===== src/rtl/exhaust_key_scheduler_if.sv =====
// Remote key request channel for the exhaust key scheduler.
// Requester drives valid/code, scheduler answers with ready.
interface exhaust_key_scheduler_if;
    logic       rem_valid;
    logic [1:0] rem_code;
    logic       rem_ready;

    modport master (
        output rem_valid,
        output rem_code,
        input  rem_ready
    );

    modport slave (
        input  rem_valid,
        input  rem_code,
        output rem_ready
    );
endinterface


===== src/rtl/exhaust_key_scheduler.sv =====
// Debounced panel + remote key arbiter feeding the exhaust mode FSM.
// Remote channel and round-robin exist only with EXHAUST_REMOTE_EN.
module exhaust_key_scheduler #(
    parameter int DEBOUNCE_CYCLES = 20,
    parameter int GAP_CYCLES      = 4
) (
    input  logic                          clk,
    input  logic                          rst,
    input  logic                          is_on,
    input  logic [3:0]                    btn_raw,
    exhaust_key_scheduler_if.slave        rem,
    output logic                          menu_key,
    output logic                          level1_key,
    output logic                          level2_key,
    output logic                          level3_key,
    output logic                          key_src,
    output logic                          arb_busy,
    output logic                          panel_drop
);
    localparam int DW = $clog2(DEBOUNCE_CYCLES + 1);
    localparam int GW = $clog2(GAP_CYCLES + 1);
    localparam logic [DW-1:0] DB_LAST  = DW'(DEBOUNCE_CYCLES - 1);
    localparam logic [GW-1:0] GAP_LOAD = GW'(GAP_CYCLES - 1);

    typedef enum logic [1:0] {IDLE, ISSUE, GAP} state_t;

    logic [3:0]    sync1, sync2;
    logic [3:0]    cand, acc, acc_d, rise;
    logic [DW-1:0] db_cnt;
    logic          pan_ev;
    logic [1:0]    pan_ev_code;
    logic          pan_valid;
    logic [1:0]    pan_code;
    logic          rem_valid_q;
    logic [1:0]    rem_code_q;
    logic          rr_rem_last;
    state_t        state, state_n;
    logic [GW-1:0] gap_cnt, gap_cnt_n;
    logic [3:0]    keys, keys_n;
    logic          src_q, src_n;
    logic          can_grant;
    logic          grant_pan, grant_rem;
    logic [1:0]    sel_code;

    // two-flop synchronizer for the asynchronous panel buttons
    always_ff @(posedge clk or posedge rst) begin
        if (rst) begin
            sync1 <= 4'b0000;
            sync2 <= 4'b0000;
        end else begin
            sync1 <= btn_raw;
            sync2 <= sync1;
        end
    end

    // shared debounce counter; power-off parks everything on the synced value
    always_ff @(posedge clk or posedge rst) begin
        if (rst) begin
            cand   <= 4'b0000;
            acc    <= 4'b0000;
            acc_d  <= 4'b0000;
            db_cnt <= '0;
        end else if (!is_on) begin
            cand   <= sync2;
            acc    <= sync2;
            acc_d  <= sync2;
            db_cnt <= '0;
        end else begin
            acc_d <= acc;
            if (sync2 != cand) begin
                cand   <= sync2;
                db_cnt <= DW'(1);
            end else if (db_cnt == DB_LAST) begin
                acc <= cand;
            end else begin
                db_cnt <= db_cnt + DW'(1);
            end
        end
    end

    assign rise = acc & ~acc_d;

    // rising accepted bits, menu has the highest priority
    always_comb begin
        pan_ev      = |rise;
        pan_ev_code = 2'd0;
        if (rise[0])
            pan_ev_code = 2'd0;
        else if (rise[1])
            pan_ev_code = 2'd1;
        else if (rise[2])
            pan_ev_code = 2'd2;
        else if (rise[3])
            pan_ev_code = 2'd3;
    end

    // one-entry panel slot; a grant on the same edge frees it for the event
    always_ff @(posedge clk or posedge rst) begin
        if (rst) begin
            pan_valid  <= 1'b0;
            pan_code   <= 2'd0;
            panel_drop <= 1'b0;
        end else if (!is_on) begin
            pan_valid <= 1'b0;
        end else if (pan_ev) begin
            if (pan_valid && !grant_pan) begin
                panel_drop <= 1'b1;
            end else begin
                pan_valid <= 1'b1;
                pan_code  <= pan_ev_code;
            end
        end else if (grant_pan) begin
            pan_valid <= 1'b0;
        end
    end

`ifdef EXHAUST_REMOTE_EN
    assign rem.rem_ready = is_on && !rem_valid_q;

    // one-entry remote slot loaded on a valid/ready handshake
    always_ff @(posedge clk or posedge rst) begin
        if (rst) begin
            rem_valid_q <= 1'b0;
            rem_code_q  <= 2'd0;
        end else if (!is_on) begin
            rem_valid_q <= 1'b0;
        end else if (rem.rem_valid && !rem_valid_q) begin
            rem_valid_q <= 1'b1;
            rem_code_q  <= rem.rem_code;
        end else if (grant_rem) begin
            rem_valid_q <= 1'b0;
        end
    end

    // tie-break pointer, moves only when both sources were waiting
    always_ff @(posedge clk or posedge rst) begin
        if (rst)
            rr_rem_last <= 1'b1;
        else if (grant_pan && rem_valid_q)
            rr_rem_last <= 1'b0;
        else if (grant_rem && pan_valid)
            rr_rem_last <= 1'b1;
    end
`else
    logic unused_rem;

    assign rem.rem_ready = 1'b0;
    assign rem_valid_q   = 1'b0;
    assign rem_code_q    = 2'd0;
    assign rr_rem_last   = 1'b1;
    assign unused_rem    = ^{rem.rem_valid, rem.rem_code};
`endif

    // arbiter state, gap counter and registered key pulse
    always_ff @(posedge clk or posedge rst) begin
        if (rst) begin
            state   <= IDLE;
            gap_cnt <= '0;
            keys    <= 4'b0000;
            src_q   <= 1'b0;
        end else begin
            state   <= state_n;
            gap_cnt <= gap_cnt_n;
            keys    <= keys_n;
            src_q   <= src_n;
        end
    end

    // next state; the last gap cycle may grant directly to keep the period tight
    always_comb begin
        state_n   = state;
        gap_cnt_n = gap_cnt;
        keys_n    = 4'b0000;
        src_n     = 1'b0;
        can_grant = 1'b0;
        grant_pan = 1'b0;
        grant_rem = 1'b0;
        sel_code  = pan_code;
        unique case (state)
            IDLE: can_grant = 1'b1;
            ISSUE: begin
                state_n   = GAP;
                gap_cnt_n = GAP_LOAD;
            end
            GAP: begin
                if (gap_cnt == '0) begin
                    state_n   = IDLE;
                    can_grant = 1'b1;
                end else begin
                    gap_cnt_n = gap_cnt - GW'(1);
                end
            end
            default: state_n = IDLE;
        endcase
        if (can_grant) begin
            if (pan_valid && (!rem_valid_q || rr_rem_last))
                grant_pan = 1'b1;
            else if (rem_valid_q)
                grant_rem = 1'b1;
        end
        if (grant_rem)
            sel_code = rem_code_q;
        if (grant_pan || grant_rem) begin
            state_n = ISSUE;
            src_n   = grant_rem;
            keys_n  = 4'b0001 << sel_code;
        end
        if (!is_on) begin
            state_n   = IDLE;
            gap_cnt_n = '0;
            keys_n    = 4'b0000;
            src_n     = 1'b0;
            grant_pan = 1'b0;
            grant_rem = 1'b0;
        end
    end

    assign menu_key   = keys[0];
    assign level1_key = keys[1];
    assign level2_key = keys[2];
    assign level3_key = keys[3];
    assign key_src    = src_q;
    assign arb_busy   = (state != IDLE);
endmodule


===== src/flat_wrapper.sv =====
// flat-port wrapper written by rule: the top's interface ports become plain ports
module exhaust_key_scheduler_flat 
#(
    parameter int DEBOUNCE_CYCLES = 20,
    parameter int GAP_CYCLES      = 4
)
  (clk, rst, is_on, btn_raw, menu_key, level1_key, level2_key, level3_key, key_src, arb_busy, panel_drop, rem_rem_valid, rem_rem_code, rem_rem_ready);
  exhaust_key_scheduler_if rem_i ();
  input  logic clk;
  input  logic rst;
  input  logic is_on;
  input  logic [3:0] btn_raw;
  output logic menu_key;
  output logic level1_key;
  output logic level2_key;
  output logic level3_key;
  output logic key_src;
  output logic arb_busy;
  output logic panel_drop;
  input wire logic [$bits(rem_i.rem_valid)-1:0] rem_rem_valid;
  input wire logic [$bits(rem_i.rem_code)-1:0] rem_rem_code;
  output wire logic [$bits(rem_i.rem_ready)-1:0] rem_rem_ready;
  assign rem_i.rem_valid = rem_rem_valid;
  assign rem_i.rem_code = rem_rem_code;
  assign rem_rem_ready = rem_i.rem_ready;
  exhaust_key_scheduler #(.DEBOUNCE_CYCLES(DEBOUNCE_CYCLES), .GAP_CYCLES(GAP_CYCLES)) u_core (.clk(clk), .rst(rst), .is_on(is_on), .btn_raw(btn_raw), .rem(rem_i), .menu_key(menu_key), .level1_key(level1_key), .level2_key(level2_key), .level3_key(level3_key), .key_src(key_src), .arb_busy(arb_busy), .panel_drop(panel_drop));
endmodule

===== config.mk =====
export PLATFORM = sky130hd
export DESIGN_NAME = exhaust_key_scheduler_flat
export DESIGN_NICKNAME = d
export VERILOG_FILES = /design/src/rtl/exhaust_key_scheduler_if.sv /design/src/rtl/exhaust_key_scheduler.sv /design/src/flat_wrapper.sv
export SDC_FILE = /design/constraint.sdc
export NUM_CORES = 1
export LEC_CHECK = 0
export ABC_CLOCK_PERIOD_IN_PS = 2200
export CAP_MARGIN = 20
export CORE_ASPECT_RATIO = 0.7
export CORE_UTILIZATION = 35
export CTS_CLUSTER_SIZE = 20
export DETAILED_ROUTE_END_ITERATION = 10
export PLACE_DENSITY = 0.5
export SLEW_MARGIN = 20
export SYNTH_ARGS = -nofsm -noshare
export SYNTH_HDL_FRONTEND = slang
export SYNTH_SLANG_ARGS = --single-unit
export TNS_END_PERCENT = 5

===== constraint.sdc =====
create_clock -name clk -period 2.2 [get_ports clk]
set_clock_uncertainty 0.2 [all_clocks]
set_input_delay 0.44 -clock clk [delete_from_list [all_inputs] [get_ports clk]]
set_output_delay 0.44 -clock clk [all_outputs]
set_load 0.05 [all_outputs]

# --- Word-level counts from Yosys, hierarchy flattened ---
# Index checks and enable logic that the tools add are counted.
word_totals:
  ff_bits: 38
  latchBits: 0
  mem_bits_rw: 0
  rom_bits: 0
  input_bits: 10
  output_inout_bits: 8
  mem_count: 0
classes:
  addsub: 2
  mul: 0
  div_mod_pow: 0
  magnitude_cmp: 0
  n_eq_ne: 14
  shift: 1
  mux: 31
  n_bitwise: 3
  reduce_logical: 12
op_table:
  columns: ["op", "count"]
  rows:
  - ["$mux W4", 8]
  - ["$mux W5", 3]
  - ["$mux W2", 7]
  - ["$mux W1", 8]
  - ["$reduce_and A2 Y1", 4]
  - ["$mux W3", 2]
  - ["$ne A3 B1 Y1 const B", 2]
  - ["$ne A3 B2 Y1 const B", 2]
  - ["$ne A3 B3 Y1 const B", 2]
  - ["$pmux W2 S3", 1]
  - ["$pmux W3 S2", 1]
  - ["$reduce_and A3 Y1", 2]
  - ["$add A5 B1 Y5 const B", 1]
  - ["$eq A5 B5 Y1 const B", 1]
  - ["$and A4 B4 Y4", 1]
  - ["$ne A2 B1 Y1 const B", 2]
  - ["$ne A4 B2 Y1 const B", 1]
  - ["$ne A4 B4 Y1", 1]
  - ["$not A4 Y4", 1]
  - ["$reduce_or A4 Y1", 1]
  - ["$shl A1 B2 Y4 const A", 1]
  - ["$logic_not A3 Y1", 1]
  - ["$sub A3 B1 Y3 const B", 1]
  - ["$eq A2 B1 Y1 const B", 1]
  - ["8 further kinds", 8]

# --- Longest topological paths before layout ---
logic_depth:
  ltp_word: 10
  mapped_depth: 7

# --- Least setup slack after synthesis ---
# Ideal clock, no wire load.
synth_timing:
  path_kind: "reg-to-reg"
  from: "register u_core.gap_cnt[0]"
  to: "register u_core.pan_code[0]"
  setup_time_ns: 0.125
  arrival_ns: 1.385
  t_required_ns: 1.875
  slack_ns: 0.490
  stages_incl_launch_ff: 7
  path_buffers: 0
  synth_period_minus_slack_ns: 1.710
  cell_sequence: "dfrtp_1 inv_1 ha_1 nand2b_1 a21o_1 a21oi_2 mux2_4"
synth_via:
  elab_chain_cells: 9
synth_rtl:
  columns: ["item", "line_no", "source"]
  rows:
  - ["start: declaration", "exhaust_key_scheduler.sv:38", "logic [GW-1:0] gap_cnt, gap_cnt_n;"]
  - ["start signal: assignment", "exhaust_key_scheduler.sv:163", "gap_cnt <= gap_cnt_n;"]
  - ["$logic_not A3 Y1", "exhaust_key_scheduler.sv:186", "if (gap_cnt == '0) begin"]
  - ["$mux W1", "exhaust_key_scheduler.sv:186", null]
  - ["$pmux W1 S2", "exhaust_key_scheduler.sv:179", "unique case (state)"]
  - ["$mux W1", "exhaust_key_scheduler.sv:195", "if (can_grant) begin"]
  - ["$mux W1", "exhaust_key_scheduler.sv:208", "if (!is_on) begin"]
  - ["$logic_not A1 Y1", "exhaust_key_scheduler.sv:106", "if (pan_valid && !grant_pan) begin"]
  - ["$logic_and A1 B1 Y1", "exhaust_key_scheduler.sv:106", null]
  - ["$not A1 Y1 (no source line)", null, null]
  - ["$reduce_and A3 Y1 (no source line)", null, null]
  - ["end signal: assignment", "exhaust_key_scheduler.sv:110", "pan_code <= pan_ev_code;"]
  - ["end: declaration", "exhaust_key_scheduler.sv:33", "logic [1:0] pan_code;"]
# No other way between the ends.
# A chain may end at the register's enable or synchronous reset.

# --- Final worst setup path ---
layout_timing:
  from: "register u_core.panel_drop"
  to: "output panel_drop"
layout_lines:
  columns: ["item", "line_no", "source"]
  rows:
  - ["start: declaration", "exhaust_key_scheduler.sv:18", "output logic panel_drop"]
  - ["start signal: assignment", "exhaust_key_scheduler.sv:102", "panel_drop <= 1'b0;"]
  - ["start signal: assignment", "exhaust_key_scheduler.sv:107", "panel_drop <= 1'b1;"]
  - ["end: declaration", "flat_wrapper.sv:19", "output logic panel_drop;"]
# No word-level cell between the ends.

==> impl_metrics.csv <==
group,metric,value,unit
floorplanning,die_h,59.1,um
global_route,antenna_found_initial,0,
detailed_routing,ant_nets,0,
floorplanning,coreArea,4400,sq um
final_layout,layout_common_cells,"dfrtp_1, clkdlybuf4s50_1, nand3_1",
power,combinationalPowerShare,17.8,%
sta,fin_setup_tns,0,ns
yosys,yosys-mux-area-fraction,4.98,%
sta,fin_crit_sh,94.1,%
sta,fin_crit,2.07,ns
placed_design,gp_congestion,0.764,
final_layout,fin_nets,165,
sta,finalSetupViolCount,0,
setup_path,required,1.56,ns
global_route,grt_use_total,12.6,%
sta,rsz0062_at_grt,"false",
detailed_routing,post-route-drc-count,0,
global_route,first_global_vias,994,
detailed_routing,viasPerCell,4.85,
setup_path,crit_cells,1,
floorplanning,start_util,37.1,%
final_layout,final_cell_count_no_fill,208,
yosys,synth_top_family_by_area,"simple AND/OR/NAND/NOR gates",
yosys,yosysUniqueCellTypes,39,
power,power_leakage,0.815,nW
power,p_sw,0.431,mW
worst_hold_path,holdPathStages,0,
detailed_routing,wl_per_cell,12.1,um
global_route,overflow,0,
clocking,clock-sinks,38,
yosys,yosysSeqAreaShare,58.2,%
setup_path,path_class,"reg2out",
power,ir_drop,0.000423,V
sta,final-hold-violation-count,0,
power,p_seq_share,51.7,%
yosys,synth_xor_area_share,4.29,%
clocking,cts_root_buf,"clkbuf_8",
power,clock_power_share,30.6,%
sta,tightestPinTransition,0.498,ns
detailed_routing,drt_pre_antenna_iters,4,
final_layout,synthToLayoutAreaGrowth,15.2,%
yosys,synth_seq_cells,38,
sta,fin_ws,0.130,ns
yosys,synth_compound_area_share,11.6,%
setup_path,cp_max_fo,2,
setup_path,cpMaxStageDelayCell,"clkdlybuf4s50_1",
placed_design,post-place-ws,0.275,ns
detailed_routing,wirelength,2530,um
sta,fmax,483,MHz
setup_path,critPathMaxStageDelay,0.80,ns
clocking,cts_buffer_depth,2,
setup_path,reg2regPathDepth,6,
final_layout,utilization,42.7,%
setup_path,critPathTopFamily,"buffers and inverters",
floorplanning,die_w,83.6,um
clocking,cts_setup_buffers,0,
setup_path,crit_path_start_kind,"flop",
power,p_int,1.13,mW
clocking,numCtsBuffers,5,
clocking,path_clk_slew,0.07,ns
power,swShare,27.6,%
clocking,cts_resized,0,
yosys,synth_fa_ha_area_share,2.30,%
detailed_routing,initialDrtViolationCount,59,
final_layout,diodes,0,
setup_path,crit_arrival,1.43,ns
yosys,synth_simple_gate_area_share,13.9,%
yosys,synth_flop_cell,"dfrtp_1",
yosys,async_reset_ff_share,100,%
sta,holdWs,0.150,ns
clocking,cts_tree,"done",
final_layout,drive_gt1_share,15.0,%
setup_path,end_kind,"primary output",
final_layout,layout_commonest_cell,"dfrtp_1",
floorplanning,die-area,4950,sq um
clocking,cts_max_level,2,
yosys,ys_warn_count,0,
yosys,avgSynthCellArea,11.6,sq um
job,drv_cap,0,
sta,relSlewSlack,66.7,%
placed_design,place_hpwl,1780,um
sta,slew_violations,0,
run_status,status,"finished, final reports clean",
placed_design,portBuffers,12,
placed_design,dpl.cell_count,200,
worst_hold_path,hold_path_class,"reg2reg",
power,p_per_area,830,nW/um^2
global_route,grt_first_pass_wirelength,4610,um
detailed_routing,num_vias,1009,
yosys,synthCells,141,
global_route,grt_max_degree,39,
clocking,clk_latency,0.28,ns
clocking,cts-hold-fix-buffers,0,
setup_path,cp_cell_sequence,"clkdlybuf4s50_1",
floorplanning,io_pins,18,
setup_path,path_buf_inv,1,
yosys,synth_edf_count,0,
yosys,syn_area,1630,sq um
floorplanning,rows,20,
==> layer usage <==
metal,part of all wire (%),global-route usage [%]
met4,1.7,6.54
met2,40,17.2
met3,3.7,4.60
met5,0,0
met1,54,17.4
==> cell type report <==
type | instances | area, sq um
Multi-Input combinational cell | 87 | 612
Fill cell | 417 | 2520
Clock inverter | 1 | 5.00
Tap cell | 55 | 68.8
Inverter | 5 | 18.8
Sequential cell | 38 | 951
Clock buffer | 7 | 86.3
Timing Repair Buffer | 15 | 140
==> cells by family (layout without fill, tap and decap cells) <==
kind of cell,Yosys count,in the layout
compound gates,27,27
flops,38,38
xor+xnor,8,8
buf+inv,17,28
other cells,1,2
simple gates,40,40
fa+ha+maj,3,3
mux,7,7
==> power groups by stage <==
stage                     Sequential (mW)  Combinational (mW)  Clock [mW]
after floorplan                     0.853               0.172           0
after global routing                0.818               0.302       0.544
after global placement              0.820               0.276           0
final                               0.807               0.277       0.478
after CTS                           0.808               0.281       0.500
after detailed placement            0.820               0.280           0
==> worst paths after layout <==
check	start	end	slack, ns
max in group asynchronous	rst	u_core.keys[1]	1.11
min	u_core.sync1[2]	u_core.sync2[2]	0.15
min in group asynchronous	rst	u_core.sync1[0]	0.35
max reg2reg	u_core.gap_cnt[0]	u_core.pan_code[0]	0.36
max	u_core.panel_drop	panel_drop	0.13
min reg2reg	u_core.sync1[2]	u_core.sync2[2]	0.15
==> state kept, by name (all words and copies together) (netlist names), 2 cells and up <==
register / cells
u_core.cand: 4
u_core.state: 2
u_core.sync1: 4
u_core.sync2: 4
u_core.db_cnt: 5
u_core.acc: 4
u_core.pan_code: 2
u_core.gap_cnt: 3
u_core.acc_d: 4
u_core.keys: 4
==> cell usage after synthesis (4+ instances only) <==
library cell	count	area (sq um)
o21ai_0	4	20.0
xnor2_1	6	52.6
a21oi_1	7	35.0
nand3_1	9	45.0
a31oi_1	4	25.0
mux2_2	5	56.3
nor2_1	8	30.0
dfrtp_1	38	951
nand2_1	5	18.8
nor2b_1	4	25.0
inv_1	4	15.0
clkbuf_1	8	30.0
==> stage by stage <==
stage          instance area, sq um  total power, mW
3_5_place_dp                   1790             1.10
4_1_cts                        1880             1.59
5_1_grt                        1880             1.66
6_report                       1880             1.56
3_3_place_gp                   1790             1.10
2_1_floorplan                  1640             1.03
Power figures use the tool's default switching activity.
